`src/rtl/core_pkg.sv`:
```
// Shared definitions for the core instruction sequencer: instruction word
// layout, FSM state encoding and default geometry.
package core_pkg;

  // Instruction word layout driven onto the core's instruction port.
  localparam int INST_W   = 17;
  localparam int OFIFO_RD = 16;
  localparam int QKADD_HI = 15;
  localparam int QKADD_LO = 12;
  localparam int PADD_HI  = 11;
  localparam int PADD_LO  = 8;
  localparam int EXECUTE  = 7;
  localparam int LOAD     = 6;
  localparam int QMEM_RD  = 5;
  localparam int QMEM_WR  = 4;
  localparam int KMEM_RD  = 3;
  localparam int KMEM_WR  = 2;
  localparam int PMEM_RD  = 1;
  localparam int PMEM_WR  = 0;

  // Default geometry.
  localparam int COL_DEF    = 8;
  localparam int ADDR_W_DEF = 4;
  localparam int GAP_DEF    = 10;

  typedef enum logic [2:0] {
    S_IDLE,
    S_LOAD,
    S_GAP1,
    S_EXEC,
    S_EXEC_END,
    S_GAP2,
    S_DRAIN,
    S_DONE
  } state_e;

  // Counter width able to hold the largest value k ever takes: the last
  // LOAD index, the last gap index, or the full drain row count.
  function automatic int cnt_width(input int col, input int gap, input int addr_w);
    int m;
    m = col + 1;
    if (gap - 1 > m) m = gap - 1;
    if ((1 << addr_w) > m) m = 1 << addr_w;
    return $clog2(m + 1);
  endfunction

endpackage

```
`src/rtl/qk_seq_ctrl_if.sv`:
```
// Host-side bundle of the sequencer: start/length, output FIFO status,
// idle-time memory-write requests and the generated instruction word.
interface qk_seq_ctrl_if #(
  parameter int addr_w = 4
);
  logic              start;
  logic [addr_w:0]   num_q;
  logic              ofifo_valid;
  logic              host_qwr;
  logic              host_kwr;
  logic [addr_w-1:0] host_add;
  logic [16:0]       inst;
  logic              busy;
  logic              done;

  // Host / upper controller side.
  modport master (
    output start, num_q, ofifo_valid, host_qwr, host_kwr, host_add,
    input  inst, busy, done
  );

  // Sequencer side.
  modport slave (
    input  start, num_q, ofifo_valid, host_qwr, host_kwr, host_add,
    output inst, busy, done
  );
endinterface

```
`src/rtl/qk_seq_ctrl.sv`:
```
// Instruction sequencer for the core: LOAD K vectors, EXEC Q vectors,
// DRAIN the output FIFO into psum memory, then a single done pulse.
// While idle it forwards host Q/K memory writes onto the instruction port.
module qk_seq_ctrl
  import core_pkg::*;
#(
  parameter int col    = COL_DEF,
  parameter int addr_w = ADDR_W_DEF,
  parameter int gap    = GAP_DEF
) (
  input  logic          clk,
  input  logic          reset,
  qk_seq_ctrl_if.slave  bus
);

  localparam int              K_W       = cnt_width(col, gap, addr_w);
  localparam logic [K_W-1:0]  K_ONE     = K_W'(1);
  localparam logic [K_W-1:0]  LOAD_LAST = K_W'(col + 1);
  localparam logic [K_W-1:0]  GAP_LAST  = K_W'(gap - 1);
  localparam logic [K_W-1:0]  KMEM_LO   = K_W'(1);
  localparam logic [K_W-1:0]  ADDR_LO   = K_W'(2);
  localparam logic [K_W-1:0]  COL_K     = K_W'(col);
  localparam logic [addr_w:0] NQ_MAX    = (addr_w + 1)'(1 << addr_w);

  state_e            state;
  logic [K_W-1:0]    k;
  logic [addr_w:0]   nq;
  logic [INST_W-1:0] inst_r;
  logic              busy_r;
  logic              done_r;

  logic              start_ok;
  logic [K_W-1:0]    nq_k;
  logic [INST_W-1:0] host_word;

  assign bus.inst = inst_r;
  assign bus.busy = busy_r;
  assign bus.done = done_r;

  assign start_ok = bus.start && (bus.num_q != '0) && (bus.num_q <= NQ_MAX);
  assign nq_k     = K_W'(nq);

  // Idle pass-through word: a simultaneous K write wins over the Q write.
  always_comb begin
    // NOTE: every bit gets a default before the conditional writes, so no latch is inferred.
    host_word                    = '0;
    host_word[KMEM_WR]           = bus.host_kwr;
    host_word[QMEM_WR]           = bus.host_qwr & ~bus.host_kwr;
    host_word[QKADD_HI:QKADD_LO] = bus.host_add;
  end

  // LOAD word for step kk: load throughout, K reads on 1..col, address trails by one.
  function automatic logic [INST_W-1:0] load_word(input logic [K_W-1:0] kk);
    logic [INST_W-1:0] w;
    w       = '0;
    w[LOAD] = 1'b1;
    if (kk >= KMEM_LO && kk <= COL_K) w[KMEM_RD] = 1'b1;
    if (kk >= ADDR_LO && kk <= COL_K) w[QKADD_HI:QKADD_LO] = addr_w'(kk - K_ONE);
    return w;
  endfunction

  // EXEC word for Q vector kk.
  function automatic logic [INST_W-1:0] exec_word(input logic [K_W-1:0] kk);
    logic [INST_W-1:0] w;
    w                    = '0;
    w[EXECUTE]           = 1'b1;
    w[QMEM_RD]           = 1'b1;
    w[QKADD_HI:QKADD_LO] = addr_w'(kk);
    return w;
  endfunction

  // DRAIN word for row kk; read/write strobes only when a row is available.
  function automatic logic [INST_W-1:0] drain_word(input logic [K_W-1:0] kk, input logic acc);
    logic [INST_W-1:0] w;
    w                  = '0;
    w[OFIFO_RD]        = acc;
    w[PMEM_WR]         = acc;
    w[PADD_HI:PADD_LO] = addr_w'(kk);
    return w;
  endfunction

  // Sequencer FSM; every output is registered alongside the state. In DRAIN,
  // k counts rows already accepted, so it also names the next row to write.
  always_ff @(posedge clk) begin
    // NOTE: non-blocking assignments throughout, so every branch sees pre-edge values of state and k.
    if (!reset) begin
      state  <= S_IDLE;
      k      <= '0;
      nq     <= '0;
      inst_r <= '0;
      busy_r <= 1'b0;
      done_r <= 1'b0;
    end else begin
      done_r <= 1'b0;
      case (state)
        S_IDLE: begin
          if (start_ok) begin
            state  <= S_LOAD;
            k      <= '0;
            nq     <= bus.num_q;
            inst_r <= load_word('0);
            busy_r <= 1'b1;
          end else begin
            inst_r <= host_word;
          end
        end
        S_LOAD: begin
          if (k == LOAD_LAST) begin
            state  <= S_GAP1;
            k      <= '0;
            inst_r <= '0;
          end else begin
            k      <= k + K_ONE;
            inst_r <= load_word(k + K_ONE);
          end
        end
        S_GAP1: begin
          if (k == GAP_LAST) begin
            state  <= S_EXEC;
            k      <= '0;
            inst_r <= exec_word('0);
          end else begin
            k      <= k + K_ONE;
            inst_r <= '0;
          end
        end
        S_EXEC: begin
          if (k == nq_k - K_ONE) begin
            state  <= S_EXEC_END;
            k      <= '0;
            inst_r <= '0;
          end else begin
            k      <= k + K_ONE;
            inst_r <= exec_word(k + K_ONE);
          end
        end
        S_EXEC_END: begin
          state  <= S_GAP2;
          k      <= '0;
          inst_r <= '0;
        end
        S_GAP2: begin
          if (k == GAP_LAST) begin
            state  <= S_DRAIN;
            k      <= bus.ofifo_valid ? K_ONE : '0;
            inst_r <= drain_word('0, bus.ofifo_valid);
          end else begin
            k      <= k + K_ONE;
            inst_r <= '0;
          end
        end
        S_DRAIN: begin
          if (k == nq_k) begin
            state  <= S_DONE;
            k      <= '0;
            inst_r <= '0;
            done_r <= 1'b1;
          end else begin
            inst_r <= drain_word(k, bus.ofifo_valid);
            if (bus.ofifo_valid) k <= k + K_ONE;
          end
        end
        S_DONE: begin
          state  <= S_IDLE;
          k      <= '0;
          inst_r <= '0;
          busy_r <= 1'b0;
        end
        default: begin
          state  <= S_IDLE;
          k      <= '0;
          inst_r <= '0;
          busy_r <= 1'b0;
        end
      endcase
    end
  end

endmodule
```
`src/flat_wrapper.sv`:
```
// flat-port wrapper written by rule: the top's interface ports become plain ports
module qk_seq_ctrl_flat import core_pkg::*;
#(
  parameter int col    = COL_DEF,
  parameter int addr_w = ADDR_W_DEF,
  parameter int gap    = GAP_DEF
)
  (clk, reset, bus_start, bus_num_q, bus_ofifo_valid, bus_host_qwr, bus_host_kwr, bus_host_add, bus_inst, bus_busy, bus_done);
  qk_seq_ctrl_if #(.addr_w(addr_w)) bus_i ();
  input  logic clk;
  input  logic reset;
  input wire logic [$bits(bus_i.start)-1:0] bus_start;
  input wire logic [$bits(bus_i.num_q)-1:0] bus_num_q;
  input wire logic [$bits(bus_i.ofifo_valid)-1:0] bus_ofifo_valid;
  input wire logic [$bits(bus_i.host_qwr)-1:0] bus_host_qwr;
  input wire logic [$bits(bus_i.host_kwr)-1:0] bus_host_kwr;
  input wire logic [$bits(bus_i.host_add)-1:0] bus_host_add;
  output wire logic [$bits(bus_i.inst)-1:0] bus_inst;
  output wire logic [$bits(bus_i.busy)-1:0] bus_busy;
  output wire logic [$bits(bus_i.done)-1:0] bus_done;
  assign bus_i.start = bus_start;
  assign bus_i.num_q = bus_num_q;
  assign bus_i.ofifo_valid = bus_ofifo_valid;
  assign bus_i.host_qwr = bus_host_qwr;
  assign bus_i.host_kwr = bus_host_kwr;
  assign bus_i.host_add = bus_host_add;
  assign bus_inst = bus_i.inst;
  assign bus_busy = bus_i.busy;
  assign bus_done = bus_i.done;
  qk_seq_ctrl #(.col(col), .addr_w(addr_w), .gap(gap)) u_core (.clk(clk), .reset(reset), .bus(bus_i));
endmodule
```
`config.mk`:
```
export PLATFORM = sky130hd
export DESIGN_NAME = qk_seq_ctrl_flat
export DESIGN_NICKNAME = d
export VERILOG_FILES = /design/src/rtl/core_pkg.sv /design/src/rtl/qk_seq_ctrl_if.sv /design/src/rtl/qk_seq_ctrl.sv /design/src/flat_wrapper.sv
export SDC_FILE = /design/constraint.sdc
export NUM_CORES = 1
export LEC_CHECK = 0
export BUFFER_PORTS_ARGS = -buffer_cell sky130_fd_sc_hd__buf_2
export CAP_MARGIN = 0
export CORE_AREA = 2 2 62 64
export CTS_CLUSTER_SIZE = 24
export DETAILED_ROUTE_END_ITERATION = 8
export DIE_AREA = 0 0 64 66
export PLACE_DENSITY = 0.77
export SLEW_MARGIN = 20
export SYNTH_ARGS = -nofsm -noshare
export SYNTH_HDL_FRONTEND = slang
export SYNTH_SLANG_ARGS = --single-unit
```
`constraint.sdc`:
```
create_clock -name clk -period 2.3 [get_ports clk]
set_input_delay 0 -clock clk [delete_from_list [all_inputs] [get_ports clk]]
set_output_delay 0 -clock clk [all_outputs]
set_load 0.01 [all_outputs]
```
### After elaboration in Yosys (flattened, before gate mapping)

Index checks and enable logic that the tools add are counted.

* register bits after elaboration: 32
* bits in latches: 0
* memory bits (writable): 0
* memory bits (read-only): 0
* bits of input ports: 15
* output and inout bits: 19
* logic and storage cells: 73
* memories: 0

* $add $sub $neg: 3
* $mul: 0
* div/mod/pow operators: 0
* $lt $le $gt $ge: 4
* equal/unequal tests: 17
* shift-type cells: 0
* mux-type cells: 27
* bitwise operators: 2
* reduce and logical (&&, ||, !) cells: 14

Operators with widths (number)
* one-hot mux 17 bit (7 select lines): 1
* two-way mux 16 bit: 3
* two-way mux 17 bit: 2
* two-way mux 5 bit: 6
* one-hot mux 5 bit (6 select lines): 1
* one-hot mux 3 bit (8 select lines): 1
* two-way mux 3 bit: 6
* == test 3 bit, second input constant: 4
* != test 2 x 1 -> 1 bit, second input constant: 6
* == test 5 bit: 2
* two-way mux 8 bit: 1
* AND reduction 2 bit: 4
* == test 3 x 2 -> 1 bit, second input constant: 2
* AND reduction 6 bit: 1
* adder 5 x 1 -> 5 bit, second input constant: 1
* == test 5 x 4 -> 1 bit, second input constant: 1
* greater-or-equal comparator 5 x 1 -> 1 bit, second input constant: 1
* greater-or-equal comparator 5 x 2 -> 1 bit, second input constant: 1
* <= comparator 5 x 4 -> 1 bit, second input constant: 1
* <= comparator 5 bit, second input constant: 1
* nonzero test 5 bit: 1
* subtractor 5 x 1 -> 5 bit, second input constant: 1
* logical AND 1 bit: 4
* two-way mux 1 bit: 4
* 10 further kinds: 11

### Logic depth before layout (Yosys ltp)

* depth in word-level cells: 6
* depth in mapped cells: 9
* mapped depth without buffers: 8

### Worst setup path before layout

Ideal clock, no wire load.

* path type: reg-to-reg
* start point: register u_core.nq[0]
* end point: register u_core.state[0]
* library setup time: 0.072 ns
* arrival time: 2.181 ns
* required time: 2.228 ns
* slack: 0.048 ns
* stages on the path, launching flop included: 9
* path buffers: 0
* clock period less this slack: 2.252 ns
* cell sequence: dfxtp_1 -> inv_1 -> ha_1 -> nor2b_1 -> or3_1 -> a311o_1 -> a221oi_4 -> and2b_2 -> mux2i_1

* longest elaborated chain between the ends: 4
* elaborated cells between the ends (all ways): 6
* classes of those cells: add/sub (1); eq/ne (4); reduce/logical (1)

Ends and longest elaborated chain
* from (decl): line qk_seq_ctrl.sv:27 `logic [addr_w:0] nq;`
* from (signal assigned): line qk_seq_ctrl.sv:100 `nq <= bus.num_q;`
* subtractor 5 x 1 -> 5 bit: line qk_seq_ctrl.sv:128 `if (k == nq_k - K_ONE) begin`
* == test 5 bit: line qk_seq_ctrl.sv:128
* != test 2 x 1 -> 1 bit (no line)
* AND reduction 6 bit (no line) (*)
* to (signal assigned): line qk_seq_ctrl.sv:129 `state <= S_EXEC_END;`
* to (signal assigned): line qk_seq_ctrl.sv:138 `state <= S_GAP2;`
* to (signal assigned): line qk_seq_ctrl.sv:144 `state <= S_DRAIN;`
* to (decl): line qk_seq_ctrl.sv:25 `state_e state;`

Every way passes the cells marked *; elsewhere a longest branch is shown, timed or not.
A chain may end at the register's enable or synchronous reset.

### Worst setup path after layout

* start point: register u_core.nq[1]
* end point: register u_core.k[0]

* longest elaborated chain between the ends: 4
* elaborated cells between the ends (all ways): 8
* classes of those cells: add/sub (1); eq/ne (3); mux (3); reduce/logical (1)

Ends and longest elaborated chain
* subtractor 5 x 1 -> 5 bit: line qk_seq_ctrl.sv:128
* == test 5 bit: line qk_seq_ctrl.sv:128
* two-way mux 5 bit: line qk_seq_ctrl.sv:128
* one-hot mux 5 bit (6 select lines): line qk_seq_ctrl.sv:95 `case (state)`
* to (signal assigned): line qk_seq_ctrl.sv:123 `k <= k + K_ONE;`
* to (signal assigned): line qk_seq_ctrl.sv:133 `k <= k + K_ONE;`
* to (signal assigned): line qk_seq_ctrl.sv:145 `k <= bus.ofifo_valid ? K_ONE : '0;`
* to (decl): line qk_seq_ctrl.sv:26 `logic [K_W-1:0] k;`

Parallel ways exist; a longest one is shown, timed or not.

==> summary.md <==
| Metric | Value |
|---|---|
| Syn avg cell area | `8.70 um2` |
| Worst Path Buf+Inv | `2` |
| Post-detail-place hpwl | `between 2000 and 3000 um` |
| EDFF count, synth | `0` |
| Routed len/inst | `about 13 um` |
| Largest family of logic cells by synthesized area | `simple AND/OR/NAND/NOR gates` |
| Post-synthesis mux area share | `0.0413` |
| TritonRoute pass-1 iters | `4` |
| DRC errors left | `0` |
| Storage element area | `584 um2` |
| Critical path arrival | `2.42 ns` |
| Top achievable clock speed | `0.454 GHz` |
| Critical path class | `reg -> reg` |
| Initial antenna violation count | `0` |
| Worst hold path class | `in -> reg` |
| Vias | `1550` |
| WL final | `around 3800 um` |
| Internal power | `1.09 mW` |
| Minimum hold slack | `0.185 ns` |
| Post-layout min period | `2.20 ns` |
| Total Neg Setup Slack | `0 ns` |
| Clock latency on the worst-skew pair | `between 0.3 and 0.4 ns` |
| Area of the multi-input gates | `roughly 1100 um2` |
| Final Power | `1.70 mW` |
| Max-slew violation count | `0` |
| Status | `completed` |
| Via density | `about 5.1` |
| Number of global-route vias before repair | `1465` |
| Crit-path slowest cell | `a311o_1` |
| Worst path depth | `9` |
| Synth unique cells | `50` |
| Fillers | `around 290` |
| CP required | `2.52 ns` |
| XOR/XNOR Fraction of Synth Area | `0.0671` |
| TritonCTS Buffers | `5` |
| Total GRT Usage | `0.189` |
| Adder-cell share of the synthesized area | `0.0664` |
| Worst-path clk slew | `0.10 ns` |
| Seq/Total Area, Yosys | `0.342` |
| GR Overflow Total | `0` |
| IO Port Bufs | `32` |
| DP Cell Count | `280` |
| Leakage | `just over 1 nW` |
| FF-to-FF path depth | `9` |
| Clock buffer depth | `2` |
| Starting Density | `0.478` |
| Critical Path Most Common Cell | `or3_1` |
| Final setup viols | `0` |
| Area Growth Syn to Fin | `32.0%` |
| Core ar. | `roughly 3600 um2` |
| Clock power share | `0.217` |
| Startpoint Class | `register` |
| Power per standard cell area | `758 nW/um2` |
| CTS Sinks | `29` |
| Chip Height | `66 um` |
| Critical-path cell list | `inv_2 -> ha_4 -> nor2b_4 -> or3_1 -> a311o_1 -> a221oi_4 -> buf_4 -> or3_1 -> a31oi_1` |
| I/O Pins | `34` |
| DIE AREA | `4220 um2` |
| Final Hold Viols | `0` |
| Sw Pwr | `a little over 0.6 mW` |
| Share of cells above drive strength 1 | `0.299` |
| Final clock period utilization by the worst path | `0.958` |
| Largest stage delay, worst path | `0.40 ns` |
| Comb pwr share | `0.424` |
| Clock root cell | `clkbuf_4` |
| Synthesis-stage register bit count | `29` |
| # diodes | `0` |
| Maximum vdd drop | `around 0.51 mV` |
| Pin count of the biggest net entering global routing | `17` |
| Cells after synthesis | `195` |
| Antenna-violating nets left | `0` |
| Fin Clk Skew | `0.0127 ns` |
| Reg2reg start | `u_core.nq[1]` |
| CP Max Fanout | `5` |
| Main flop type after synthesis | `dfxtp_1` |
| Number of H-tree levels | `2` |
| Max-cap violations | `0` |
| Fin cells | `302` |
| Worst hold stages | `4` |
| CP delay by family, top | `compound AO/OA/AOI/OAI gates` |
| Start point of the critical path | `u_core.nq[1]` |
| First-pass GRT wire length | `6230 um` |
| Switching Share | `0.355` |
| Mapped Nets | `around 220` |
| TritonCTS clock tree | `done` |
| Unrepaired setup endpoints after global routing | `true` |
| CP endpoint kind | `register` |
| Post-synthesis compound-gate area fraction | `0.163` |
| Synth warnings | `0` |
| Net count, final | `277` |
| HP Start | `bus_start` |
| Mapped Area | `1700 um2` |
| Initial DRC count | `80` |
| Die W | `64 um` |
| Simple-gate area share of the yosys netlist | `0.261` |
| GPL Wtd Cong | `0.831` |
| Post-synth ARST share | `0` |
| Sequential share of power | `0.359` |
| Std cell rows | `22` |
## power by group through the flow
stage | clock, mW | sequential (mW) | combinational, mW
after floorplan | 0 | 0.624 | 0.428
after global placement | 0 | 0.617 | 0.634
after detailed placement | 0 | 0.618 | 0.646
after CTS | 0.372 | 0.606 | 0.690
after global routing | 0.390 | 0.619 | 0.797
final | 0.369 | 0.610 | 0.720
## flip-flops by register name (all words and copies together) (netlist names)
name	cells
u_core.bus.inst	14
u_core.k	5
u_core.nq	5
u_core.state	3
u_core.bus.busy	1
u_core.bus.done	1
## cell usage after synthesis, types with 5 or more instances
cell type,number,area share
a21oi_1,11,0.032
nand2_1,20,0.044
nand2b_1,5,0.018
ha_1,9,0.066
clkbuf_1,9,0.020
mux2i_1,7,0.041
xor2_1,9,0.046
inv_1,8,0.018
nor2b_1,5,0.018
dfxtp_1,29,0.34
and2_1,6,0.022
nor2_1,11,0.024
## layout make-up
class                           count  share of cell area
Multi-Input combinational cell    144               0.471
Sequential cell                    29               0.261
Timing Repair Buffer               65               0.197
Clock buffer                        7              0.0291
Tap cell                           48              0.0268
Inverter                            8              0.0134
Clock inverter                      1             0.00223
## kinds of logic (layout without fill, tap and decap cells)
group | Yosys count | count (layout)
mux | 7 | 7
buf+inv | 22 | 81
xor+xnor | 13 | 13
simple gates | 77 | 77
other cells | 1 | 1
fa+ha+maj | 9 | 9
compound gates | 37 | 37
flops | 29 | 29
## final timing paths
path	endpoint	slack [ns]
worst max-delay path	u_core.k[0]	0.1
worst min-delay path	u_core.state[2]	0.19
worst max register to register	u_core.k[0]	0.1
worst min register to register	u_core.bus.busy	0.46
## placed cells by master, fill, tap and decap left out, types with 7 or more instances in the layout
master | synthesis | routed
buf_4 | 3 | 20
a21oi_1 | 11 | 11
mux2i_1 | 7 | 7
nand2_1 | 20 | 20
nor2_1 | 11 | 11
xor2_1 | 9 | 9
dfxtp_1 | 29 | 26
buf_2 | 2 | 32
ha_1 | 9 | 8
dlygate4sd3_1 | 0 | 13
## metal layers
layer,global-route usage,vias up,share of wire
li1,-,800,-
met4,0.0734,0,0.012
met1,0.212,708,0.44
met5,0,-,0
met3,0.0409,7,0.043
met2,0.346,35,0.50
## through the flow
stage               instance area [um2]  setup slack, ns   util
floorplan                          1700           0.0477      -
global placement                   1990          0.00943  0.561
detailed placement                 1990          -0.0542  0.561
CTS                                2200         0.000155  0.620
global route                       2240          -0.0211  0.631
finish                             2240           0.0975  0.631
## worst min-delay path, delay by kind of cell
family / cells / cell delay, ns
AOI/OAI and AO/OA: 2 / 0.23
and+or+nand+nor: 1 / 0.17
buffers and inverters: 1 / 0.09
## what timing repair did
action | in CTS | in global routing
hold buffers | 13 | 0
setup endpoints to repair | 4 | 9
resized for setup | 1 | 12
cloned | 0 | 0
setup buffers | 1 | 0
endpoints found under the hold margin | 16 | 0
pin swaps | 2 | 4
(Power assumes the default switching activity.)
